**config.mk**
```make
export PLATFORM = sky130hd
export DESIGN_NAME = output_dev_arbiter
export DESIGN_NICKNAME = d
export VERILOG_FILES = /design/src/rtl/output_dev_arbiter.sv
export SDC_FILE = /design/constraint.sdc
export NUM_CORES = 1
export LEC_CHECK = 0
export CAP_MARGIN = 20
export CORE_ASPECT_RATIO = 0.8
export CORE_UTILIZATION = 43
export CTS_CLUSTER_DIAMETER = 30
export DETAILED_ROUTE_END_ITERATION = 8
export PLACE_DENSITY = 0.85
export SETUP_SLACK_MARGIN = 0.02
export SYNTH_ARGS = -nofsm -noshare
export SYNTH_HDL_FRONTEND = slang
export SYNTH_SLANG_ARGS = --single-unit
```
**constraint.sdc**
```tcl
create_clock -name clk -period 3.5 [get_ports clk]
set_input_delay 0.525 -clock clk [delete_from_list [all_inputs] [get_ports clk]]
set_output_delay 0.525 -clock clk [all_outputs]
set_load 0.005 [all_outputs]
```
**src/rtl/output_dev_arbiter.sv**
```systemverilog
// Round-robin arbiter sharing the single write port of the output device
// between the CPU store path (port 0) and the debug/loader path (port 1).
// One device write per grant, followed by a programmable idle gap.
module output_dev_arbiter #(
    parameter int unsigned DW  = 32,
    parameter int unsigned GAP = 2,
    parameter int unsigned CW  = 16
) (
    input  logic          clk,
    input  logic          rst,
    input  logic          req0,
    input  logic          sel0,
    input  logic [DW-1:0] data0,
    output logic          ack0,
    input  logic          req1,
    input  logic          sel1,
    input  logic [DW-1:0] data1,
    output logic          ack1,
    output logic          dev_we,
    output logic          dev_sel,
    output logic [DW-1:0] dev_data,
    output logic          grant_id,
    output logic          busy,
    output logic [CW-1:0] wr_count
);

    localparam int unsigned GW = (GAP > 1) ? $clog2(GAP) : 1;
    localparam logic [GW-1:0] GAP_LOAD = GW'((GAP > 0) ? (GAP - 1) : 0);

    typedef enum logic [1:0] {
        ST_IDLE,
        ST_WRITE,
        ST_GAP
    } state_t;

    state_t          state_q, state_d;
    logic            ptr_q, ptr_d;
    logic [GW-1:0]   cnt_q, cnt_d;
    logic            win;
    logic            ack0_d, ack1_d, we_d, sel_d, grant_d, busy_d;
    logic [DW-1:0]   data_d;
    logic [CW-1:0]   wr_count_d;

    // Next-state and next-output logic; every output is registered below.
    always_comb begin
        state_d    = state_q;
        ptr_d      = ptr_q;
        cnt_d      = cnt_q;
        win        = 1'b0;
        ack0_d     = 1'b0;
        ack1_d     = 1'b0;
        we_d       = 1'b0;
        sel_d      = dev_sel;
        data_d     = dev_data;
        grant_d    = grant_id;
        wr_count_d = wr_count;
        unique case (state_q)
            ST_IDLE: begin
                if (req0 || req1) begin
                    // A lone request wins outright; the pointer only breaks ties.
                    win      = (req0 && req1) ? ptr_q : req1;
                    state_d  = ST_WRITE;
                    we_d     = 1'b1;
                    ack0_d   = ~win;
                    ack1_d   = win;
                    sel_d    = win ? sel1 : sel0;
                    data_d   = win ? data1 : data0;
                    grant_d  = win;
                    ptr_d    = ~win;
                end
            end
            ST_WRITE: begin
                wr_count_d = wr_count + CW'(1);
                if (GAP > 0) begin
                    state_d = ST_GAP;
                    cnt_d   = GAP_LOAD;
                end else begin
                    state_d = ST_IDLE;
                end
            end
            ST_GAP: begin
                if (cnt_q == '0) begin
                    state_d = ST_IDLE;
                end else begin
                    cnt_d = cnt_q - GW'(1);
                end
            end
            default: state_d = ST_IDLE;
        endcase
        busy_d = (state_d != ST_IDLE);
    end

    // State and output registers; reset drops the write strobe immediately.
    always_ff @(posedge clk or posedge rst) begin
        if (rst) begin
            state_q  <= ST_IDLE;
            ptr_q    <= 1'b0;
            cnt_q    <= '0;
            ack0     <= 1'b0;
            ack1     <= 1'b0;
            dev_we   <= 1'b0;
            dev_sel  <= 1'b0;
            dev_data <= '0;
            grant_id <= 1'b0;
            busy     <= 1'b0;
            wr_count <= '0;
        end else begin
            state_q  <= state_d;
            ptr_q    <= ptr_d;
            cnt_q    <= cnt_d;
            ack0     <= ack0_d;
            ack1     <= ack1_d;
            dev_we   <= we_d;
            dev_sel  <= sel_d;
            dev_data <= data_d;
            grant_id <= grant_d;
            busy     <= busy_d;
            wr_count <= wr_count_d;
        end
    end

endmodule

```
; ---- Word level (Yosys, flattened, before mapping)
; Cells that the tools add are included.
[totals]
reg_bits = 58
inputBits = 70
word_cells = 36
out_inout_bits = 54
[classes]
mux = 14
bitwise_logic = 1
add_sub_neg = 2
n_eq_ne = 2
reduce_logical = 6
[op_table]
columns = op, count
row1 = 2-to-1 mux 32 bit, 1
row2 = "adder 16 x 1 -> 16 bit, second input constant", 1
row3 = 2-to-1 mux 1 bit, 9
row4 = one-hot mux 2 bit (3 select lines), 1
row5 = 2-to-1 mux 2 bit, 2
row6 = nonzero test 2 bit, 2
row7 = "equality test 2 x 1 -> 1 bit, second input constant", 1
row8 = "equality test 2 bit, second input constant", 1
row9 = zero test 2 bit, 1
row10 = one-hot mux 1 bit (2 select lines), 1
row11 = AND reduction 2 bit, 1
row12 = logical AND 1 bit, 1
row13 = logical OR 1 bit, 1
row14 = NOT 1 bit, 1
row15 = "subtractor 1 bit, second input constant", 1

; ---- Depth between registers and ports, before layout
; Gate-level depths: netlist (run 1).
[logic_depth]
word_depth = 5
ltp_mapped = 7

; ---- Worst setup path after synthesis (run 1)
; OpenSTA, ideal clock, no wires.
[synth_path]
kind = register to register
startpoint = register state_q[1]
endpoint = register wr_count[13]
setup_ns = 0.123
t_arrival_ns = 1.458
path_slack_ns = 1.918
t_required_ns = 3.377
synth_period_minus_slack_ns = 1.582
n_path_buf = 0
stages_incl_launch_ff = 7
cell_sequence = dfrtp_1 > inv_1 > ha_1 > nand4_1 > nor2_1 > nand4_1 > xnor2_1
[synth_via]
elab_chain_len = 1
[synth_rtl]
columns = element, line_no
row1 = "start, declared", 36  ; state_t state_q, state_d;
row2 = "start signal, assigned", 108  ; state_q <= state_d;
row3 = equality test 2 x 1 -> 1 bit, 57  ; unique case (state_q)
row4 = "end signal, assigned", 118  ; wr_count <= wr_count_d;
row5 = "end, declared", 24  ; output logic [CW-1:0] wr_count
; No other way between the ends.
; A chain may end at the register's enable or synchronous reset.

; ---- Worst setup path in the final report (run 1)
[layout_path]
startpoint = register state_q[0]
endpoint = register dev_data[5]
[layout_via]
elab_chain_len = 2
[layout_rtl]
columns = element, line_no
row1 = zero test 2 bit, 57
row2 = AND reduction 2 bit (no source line), --
row3 = "end signal, assigned", 115  ; dev_data <= data_d;
row4 = "end, declared", 21  ; output logic [DW-1:0] dev_data,
; No other way between the ends.

==> reports/results.tsv, run 1 <==
stage	metric	value	unit
detailed_routing	wl	6.36	mm
detailed_routing	wire_per_inst	14.2	um
clock_tree	cts_root_buf	clkbuf_8	
yosys	synthCells	238	
cells_and_area	n_fill_cell	405	
clock_tree	h-tree-depth	3	
sta	rsz0062_at_grt	false	
detailed_routing	first_pass_iters	4	
clock_tree	clkSinkCount	58	
worst_setup_path	startpoint_type	flop	
cells_and_area	syn_to_final_growth	61.0	%
sta	hold_violations	0	
sta	period_needed	2.09	ns
worst_setup_path	endpoint_kind	flop	
sta	tns	0	ns
detailed_routing	vias_per_cell	5.00	
power_and_ir_drop	p_leak	1.85	nW
sta	setup_viol	0	
cells_and_area	antennaDiodeCount	0	
clock_tree	cts_setup_buffers	0	
global_route	grt_remaining_overflow	0	
cells_and_area	finalNetCount	443	
global_route	grt_antenna_before_repair	0	
clock_tree	clkLatencyLatePin	0.33	ns
clock_tree	cts_resized	0	
worst_hold_path	hold_class	flop to flop	
detailed_routing	drt_iter0_markers	49	
detailed_routing	antenna_left	0	
detailed_routing	vias	2242	
yosys	yosysSeqAreaShare	58.4	%
worst_setup_path	crit_fanout	21	
worst_setup_path	path_class	flop to flop	
clock_tree	clk_path_buf_depth	2	
floorplan	die_w	87.0	um
clock_tree	cts_made_buffers	9	
cells_and_area	regArea	1450	um2
worst_setup_path	arrival	2.35	ns
power_and_ir_drop	pwr-share-seq	38.0	%
global_route	grt_usage	21.9	%
yosys	ys_types	27	
sta	finalCritPeriodShare	59.6	%
sta	drv_slew	0	
clock_tree	cts_tree	done	
floorplan	die-area	6090	um2
placement	dp_hpwl	4.81	mm
placement	gp_congestion	0.765	
job	drv_cap	0	
yosys	syn_nets	314	
power_and_ir_drop	p_int	1.97	mW
sta	slew_headroom	54.9	%
power_and_ir_drop	power_frac_comb	43.4	%
floorplan	io_pins	124	
floorplan	rows	24	
yosys	ys_warn_count	0	
clock_tree	postCtsHoldBufs	0	
power_and_ir_drop	pwr-share-clk	18.7	%
power_and_ir_drop	powerDensity	737	nW/um2
clock_tree	clk_pin_slew_worst_paths	0.06	ns
global_route	grt_max_degree	28	
yosys	avgSynthCellArea	10.4	um2
cells_and_area	layout.cells.non_filler	448	
yosys	synth-seq-cells	58	
global_route	grt_pass1_vias	2192	
floorplan	start_util	45.2	%
worst_setup_path	cp_data_required_time	3.76	ns
placement	dp.cells	434	
sta	clock_skew	0.00898	ns
cells_and_area	multi_input_area	961	um2
detailed_routing	drc	0	
run_status	outcome	complete, no violations	
sta	tightestPinTransition	0.675	ns
floorplan	die_y	70.0	um
placement	portBuffers	123	
floorplan	core-area	5500	um2
sta	fmax	479	MHz
cells_and_area	drive_above_1_share	7.03	%
power_and_ir_drop	netSwitchingPower	0.980	mW
global_route	grt_pass1_wl	9.96	mm
power_and_ir_drop	swShare	33.3	%
power_and_ir_drop	ir_worst_vdd	393	uV
yosys	synth_area	2480	um2
==> cells by family (layout without fill, tap and decap cells) <==
logic type / count (synthesis) / in the layout / synth area share, %
AOI/OAI and AO/OA: 42 / 42 / 12.7
buffers and inverters: 19 / 151 / 3.17
and+or+nand+nor: 96 / 96 / 16.5
muxes: 2 / 2 / 0.856
adders and majority gates: 6 / 6 / 3.02
DFF: 58 / 58 / 58.4
xor gates and xnor gates: 15 / 15 / 5.29
==> layout make-up <==
class	instances	area share, %
flip-flops and latches	58	36.3
repair buffers	128	31.9
multi-input cells	161	24.0
clock buffers	12	4.13
well taps	78	2.44
inverters	9	0.845
clock inverters	2	0.313
==> metrics by stage <==
stage	total power, mW	setup slack (ns)	cell area [um2]	hold slack [ns]	utilization, %
2_1_floorplan	1.66	1.55	2480	0.463	-
3_3_place_gp	2.34	0.928	3800	0.449	69.2
3_5_place_dp	2.41	1.15	3820	0.456	69.5
4_1_cts	2.98	1.42	4000	0.469	72.7
5_1_grt	3.13	1.25	4000	0.486	72.7
6_report	2.95	1.41	4000	0.466	72.7
==> routing by layer <==
layer | wire, um | track usage, % | up-vias
li1 | - | - | 1064
met1 | 2450 | 24.4 | 1059
met2 | 3210 | 36.6 | 101
met3 | 550 | 8.87 | 18
met4 | 155 | 9.63 | 0
met5 | 0 | 0 | -
==> power by group through the flow <==
stage / clock (mW) / sequential [mW] / combinational, mW
detailed placement: 0 / 1.13 / 1.28
global placement: 0 / 1.11 / 1.23
finish: 0.550 / 1.12 / 1.28
global route: 0.582 / 1.15 / 1.40
floorplan: 0 / 1.13 / 0.535
CTS: 0.562 / 1.12 / 1.30
==> state kept, by name, indices dropped and copies added, names as in the netlist <==
signal,count
dev_data,32
wr_count,16
state_q,2
ack0,1
ack1,1
busy,1
cnt_q,1
dev_sel,1
dev_we,1
grant_id,1
ptr_q,1
==> cell usage in the layout (no fill, tap or decap), types with 4 or more instances in the layout <==
master,count
a22oi_1,33
and3_1,4
buf_4,4
clkbuf_8,12
clkdlybuf4s50_1,123
dfrtp_1,58
ha_1,6
inv_1,8
nand2_1,71
nand4_1,6
nor2_1,8
xnor2_1,8
xor2_1,7
==> final timing paths <==
path / start / to / slack, ns / cells after the start
max: state_q[0] / dev_data[5] / 1.41 / 7
min: dev_data[7] / dev_data[7] / 0.47 / 2
max reg2reg: state_q[0] / dev_data[5] / 1.41 / 7
min reg2reg: dev_data[7] / dev_data[7] / 0.47 / 2
max in group asynchronous: rst / dev_data[4] / 2.31 / 3
min in group asynchronous: rst / wr_count[11] / 0.56 / 2
==> cell usage after synthesis (all sizes together) <==
| master | instances | share of area, % |
|---|---|---|
| nand2 | 72 | 11 |
| dfrtp | 58 | 58 |
| a22oi | 33 | 10 |
| inv | 9 | 1.4 |
| nor2 | 8 | 1.2 |
| xnor2 | 8 | 2.8 |
| xor2 | 7 | 2.5 |
| buf | 6 | 1.2 |
| ha | 6 | 3.0 |
| nand4 | 6 | 1.5 |
| and3 | 4 | 1.0 |
| clkbuf | 4 | 0.60 |
| a211oi | 2 | 0.81 |
| a21o | 2 | 0.60 |
| a21oi | 2 | 0.40 |
| nor2b | 2 | 0.50 |
| a31o | 1 | 0.35 |
| a31oi | 1 | 0.25 |
| and4 | 1 | 0.35 |
| mux2 | 1 | 0.45 |
| mux2i | 1 | 0.40 |
| nand3 | 1 | 0.20 |
| nor4 | 1 | 0.25 |
| o21ai | 1 | 0.35 |
| or3 | 1 | 0.45 |
==> critical path: stages (launching register included) <==
cell and delay (ns):
dfrtp_1 0.41, inv_1 0.14, ha_1 0.24, inv_1 0.09
a211oi_4 0.60, buf_4 0.36, a22oi_1 0.10, nand2_1 0.10
(Power assumes the default switching activity.)
==> inputs of run 2 (changes only) <==
- CORE_UTILIZATION: 43 -> 36
- PLACE_DENSITY: 0.85 -> 0.76
- clock period: 3.5 -> 1.85 ns (I/O delays scaled with it)
==> reports/results.tsv, run 2 (same netlist as run 1, synthesis figures left out) <==
stage	metric	value	unit	change
clock_tree	cts_tree	done		
worst_setup_path	critPathLaunch	state_q[1]		
cells_and_area	largest_register_ffs	32		unchanged
worst_hold_path	hold_class	input pin to asynchronous set/reset pin		
sta	tns	0	ns	unchanged
cells_and_area	n_fill_cell	532		+31%
floorplan	core-area	6540	um2	+19%
worst_setup_path	path_cells	inv_1 -> ha_2 -> nand2_2 -> or3_4 -> nor2b_1 -> xor2_1		
sta	period_needed	1.68	ns	-0.407 ns
clock_tree	h-tree-depth	3		unchanged
floorplan	die_w	94.9	um	+9.1%
run_status	outcome	complete, no violations		
worst_setup_path	max_stage_delay	0.43	ns	-0.17 ns
cells_and_area	fin_util	63.2	%	-9.5 points
cells_and_area	largestRegisters	dev_data x32, wr_count x16, state_q x2		
sta	tightestPinTransition	0.448	ns	-0.227 ns
floorplan	die_y	76.3	um	+9.0%
worst_setup_path	cp_slowest_cell	or3_4		
job	drv_cap	0		unchanged
cells_and_area	antennaDiodeCount	0		unchanged
worst_setup_path	critPathBufInv	1		-2
global_route	grt_antenna_before_repair	0		unchanged
worst_setup_path	rrSetupSlack	0.17	ns	-1.24 ns
floorplan	start_util	38.0	%	-7.2 points
power_and_ir_drop	p_leak	1.90	nW	+2.7%
worst_setup_path	r2r-start	state_q[1]		
detailed_routing	wire_per_inst	14.1	um	-0.90%
power_and_ir_drop	ir_worst_vdd	565	uV	+44%
power_and_ir_drop	pwr-share-clk	23.4	%	+4.7 points
global_route	grt_max_degree	36		+29%
detailed_routing	vias_per_cell	4.88		-2.5%
power_and_ir_drop	p_int	4.12	mW	+110%
worst_setup_path	cp_data_required_time	2.10	ns	-1.66 ns
detailed_routing	drc	0		unchanged
global_route	grt_remaining_overflow	0		unchanged
worst_setup_path	endpoint_kind	flop		
global_route	grt_usage	19.1	%	-2.7 points
worst_setup_path	cp.depth	6		-1
cells_and_area	finalNetCount	444		+0.23%
global_route	grt_pass1_vias	2227		+1.6%
floorplan	io_pins	124		unchanged
cells_and_area	syn_to_final_growth	66.5	%	
cells_and_area	multi_input_area	966	um2	+0.52%
cells_and_area	regArea	1450	um2	unchanged
clock_tree	cts_root_buf	clkbuf_8		
worst_setup_path	startpoint_type	flop		
clock_tree	cts_made_buffers	9		unchanged
cells_and_area	drive_above_1_share	8.06	%	+1.0 points
sta	fmax	596	MHz	+24%
detailed_routing	wl	6.41	mm	+0.86%
sta	finalCritPeriodShare	90.8	%	+31 points
worst_setup_path	endpoint	wr_count[12]		
power_and_ir_drop	power_frac_comb	41.3	%	-2.1 points
cells_and_area	mostFrequentLayoutCells	clkdlybuf4s50_1 (123), nand2_1 (71), dfrtp_1 (58)		
global_route	grt_pass1_wl	10.5	mm	+5.5%
floorplan	rows	26		+8.3%
worst_setup_path	path_class	flop to flop		
clock_tree	clkLatencyLatePin	0.33	ns	about the same
sta	rsz0062_at_grt	false		
clock_tree	clk_path_buf_depth	2		unchanged
clock_tree	clkSinkCount	58		unchanged
power_and_ir_drop	netSwitchingPower	1.86	mW	+90%
worst_setup_path	r2r_end	wr_count[12]		
worst_setup_path	crit_fanout	6		-71%
placement	portBuffers	123		unchanged
power_and_ir_drop	powerDensity	1450	nW/um2	+96%
detailed_routing	antenna_left	0		unchanged
detailed_routing	first_pass_iters	4		unchanged
cells_and_area	regMostFlops	dev_data		
clock_tree	clk_pin_slew_worst_paths	0.07	ns	about the same
sta	clock_skew	0.00958	ns	+0.000593 ns
placement	gp_congestion	0.799		+4.6%
worst_setup_path	arrival	1.93	ns	-0.42 ns
detailed_routing	drt_iter0_markers	56		+14%
detailed_routing	vias	2224		-0.80%
cells_and_area	mostFrequentLayoutCell	clkdlybuf4s50_1		
sta	setup_viol	0		unchanged
worst_setup_path	cp_top_family	simple AND/OR/NAND/NOR gates		
sta	slew_headroom	70.1	%	+15 points
power_and_ir_drop	pwr-share-seq	35.3	%	-2.7 points
power_and_ir_drop	swShare	31.1	%	-2.2 points
sta	hold_violations	0		unchanged
power_and_ir_drop	p_total	5.99	mW	+100%
worst_setup_path	r2r_cells	6		-1
floorplan	die-area	7240	um2	+19%
placement	dp_hpwl	4.67	mm	-3.0%
sta	drv_slew	0		unchanged
run 2: cell count changes in the layout (fill, tap and decap cells not counted):
| cell | before | now |
|---|---|---|
| nor2_1 | 8 | 7 |
| ha_1 | 6 | 5 |
| buf_4 | 4 | 1 |
| buf_8 | 1 | 0 |
| ha_2 | 0 | 1 |
| buf_12 | 0 | 5 |
| bufinv_16 | 0 | 3 |
| clkbuf_8 | 12 | 10 |
| nor2_2 | 0 | 1 |
run 2: layer usage:
metal	routed length, um	global-route usage (%)	part of all wire [%]	vias up
li1	-	-	-	1069
met1	2610	22.3	41	1052
met2	3170	31.0	49	92
met3	564	9.48	8.8	11
met4	71	5.00	1.1	0
met5	0	0	0	-
run 2: layout make-up:
type,instances,share of cell area (%)
well taps,84,2.54
multi-input cells,161,23.4
flip-flops and latches,58,35.1
repair buffers,129,32.4
inverters,9,0.817
clock buffers,10,3.33
clock inverters,5,2.48
run 2: worst register-to-register path: stages, from the launching register on:
cell     delay, ns
dfrtp_1       0.42
inv_1         0.12
ha_2          0.25
nand2_2       0.08
or3_4         0.43
nor2b_1       0.16
xor2_1        0.15
run 2: power by group through the flow:
stage / Combinational [mW] / Sequential (mW) / Clock (mW)
after floorplan: 1.01 / 2.13 / 0
after global placement: 2.43 / 2.10 / 0
after detailed placement: 2.50 / 2.13 / 0
after CTS: 2.51 / 2.12 / 1.43
after global routing: 2.74 / 2.18 / 1.49
final: 2.47 / 2.11 / 1.40
run 2: worst min path at each step:
| stage | start | endpoint | slack (ns) | cells past startpoint |
|---|---|---|---|---|
| after floorplan | req0 | ack1 | 0.36 | 1 |
| after global placement | dev_data[4] | dev_data[4] | 0.45 | 2 |
| after detailed placement | dev_data[11] | dev_data[11] | 0.45 | 2 |
| after CTS | rst | wr_count[11] | 0.27 | 2 |
| after global routing | rst | wr_count[11] | 0.31 | 2 |
| final | rst | wr_count[11] | 0.27 | 2 |
run 2: timing repair:
| item | CTS | global route |
|---|---|---|
| gates resized for setup | 0 | 2 |
| hold buffers | 0 | 0 |
| buffers inserted | 0 | 1 |
| endpoints found under the setup margin | 0 | 6 |
run 2: per-stage QoR:
stage | hold WS, ns | area, um2 | setup WS (ns) | cells
2_1_floorplan | 0.365 | 2480 | 0.145 | 238
3_3_place_gp | 0.450 | 3880 | 0.122 | 440
3_5_place_dp | 0.455 | 3880 | 0.0567 | 440
4_1_cts | 0.272 | 4120 | 0.0649 | 455
5_1_grt | 0.307 | 4140 | 0.0194 | 456
6_report | 0.274 | 4140 | 0.171 | 456
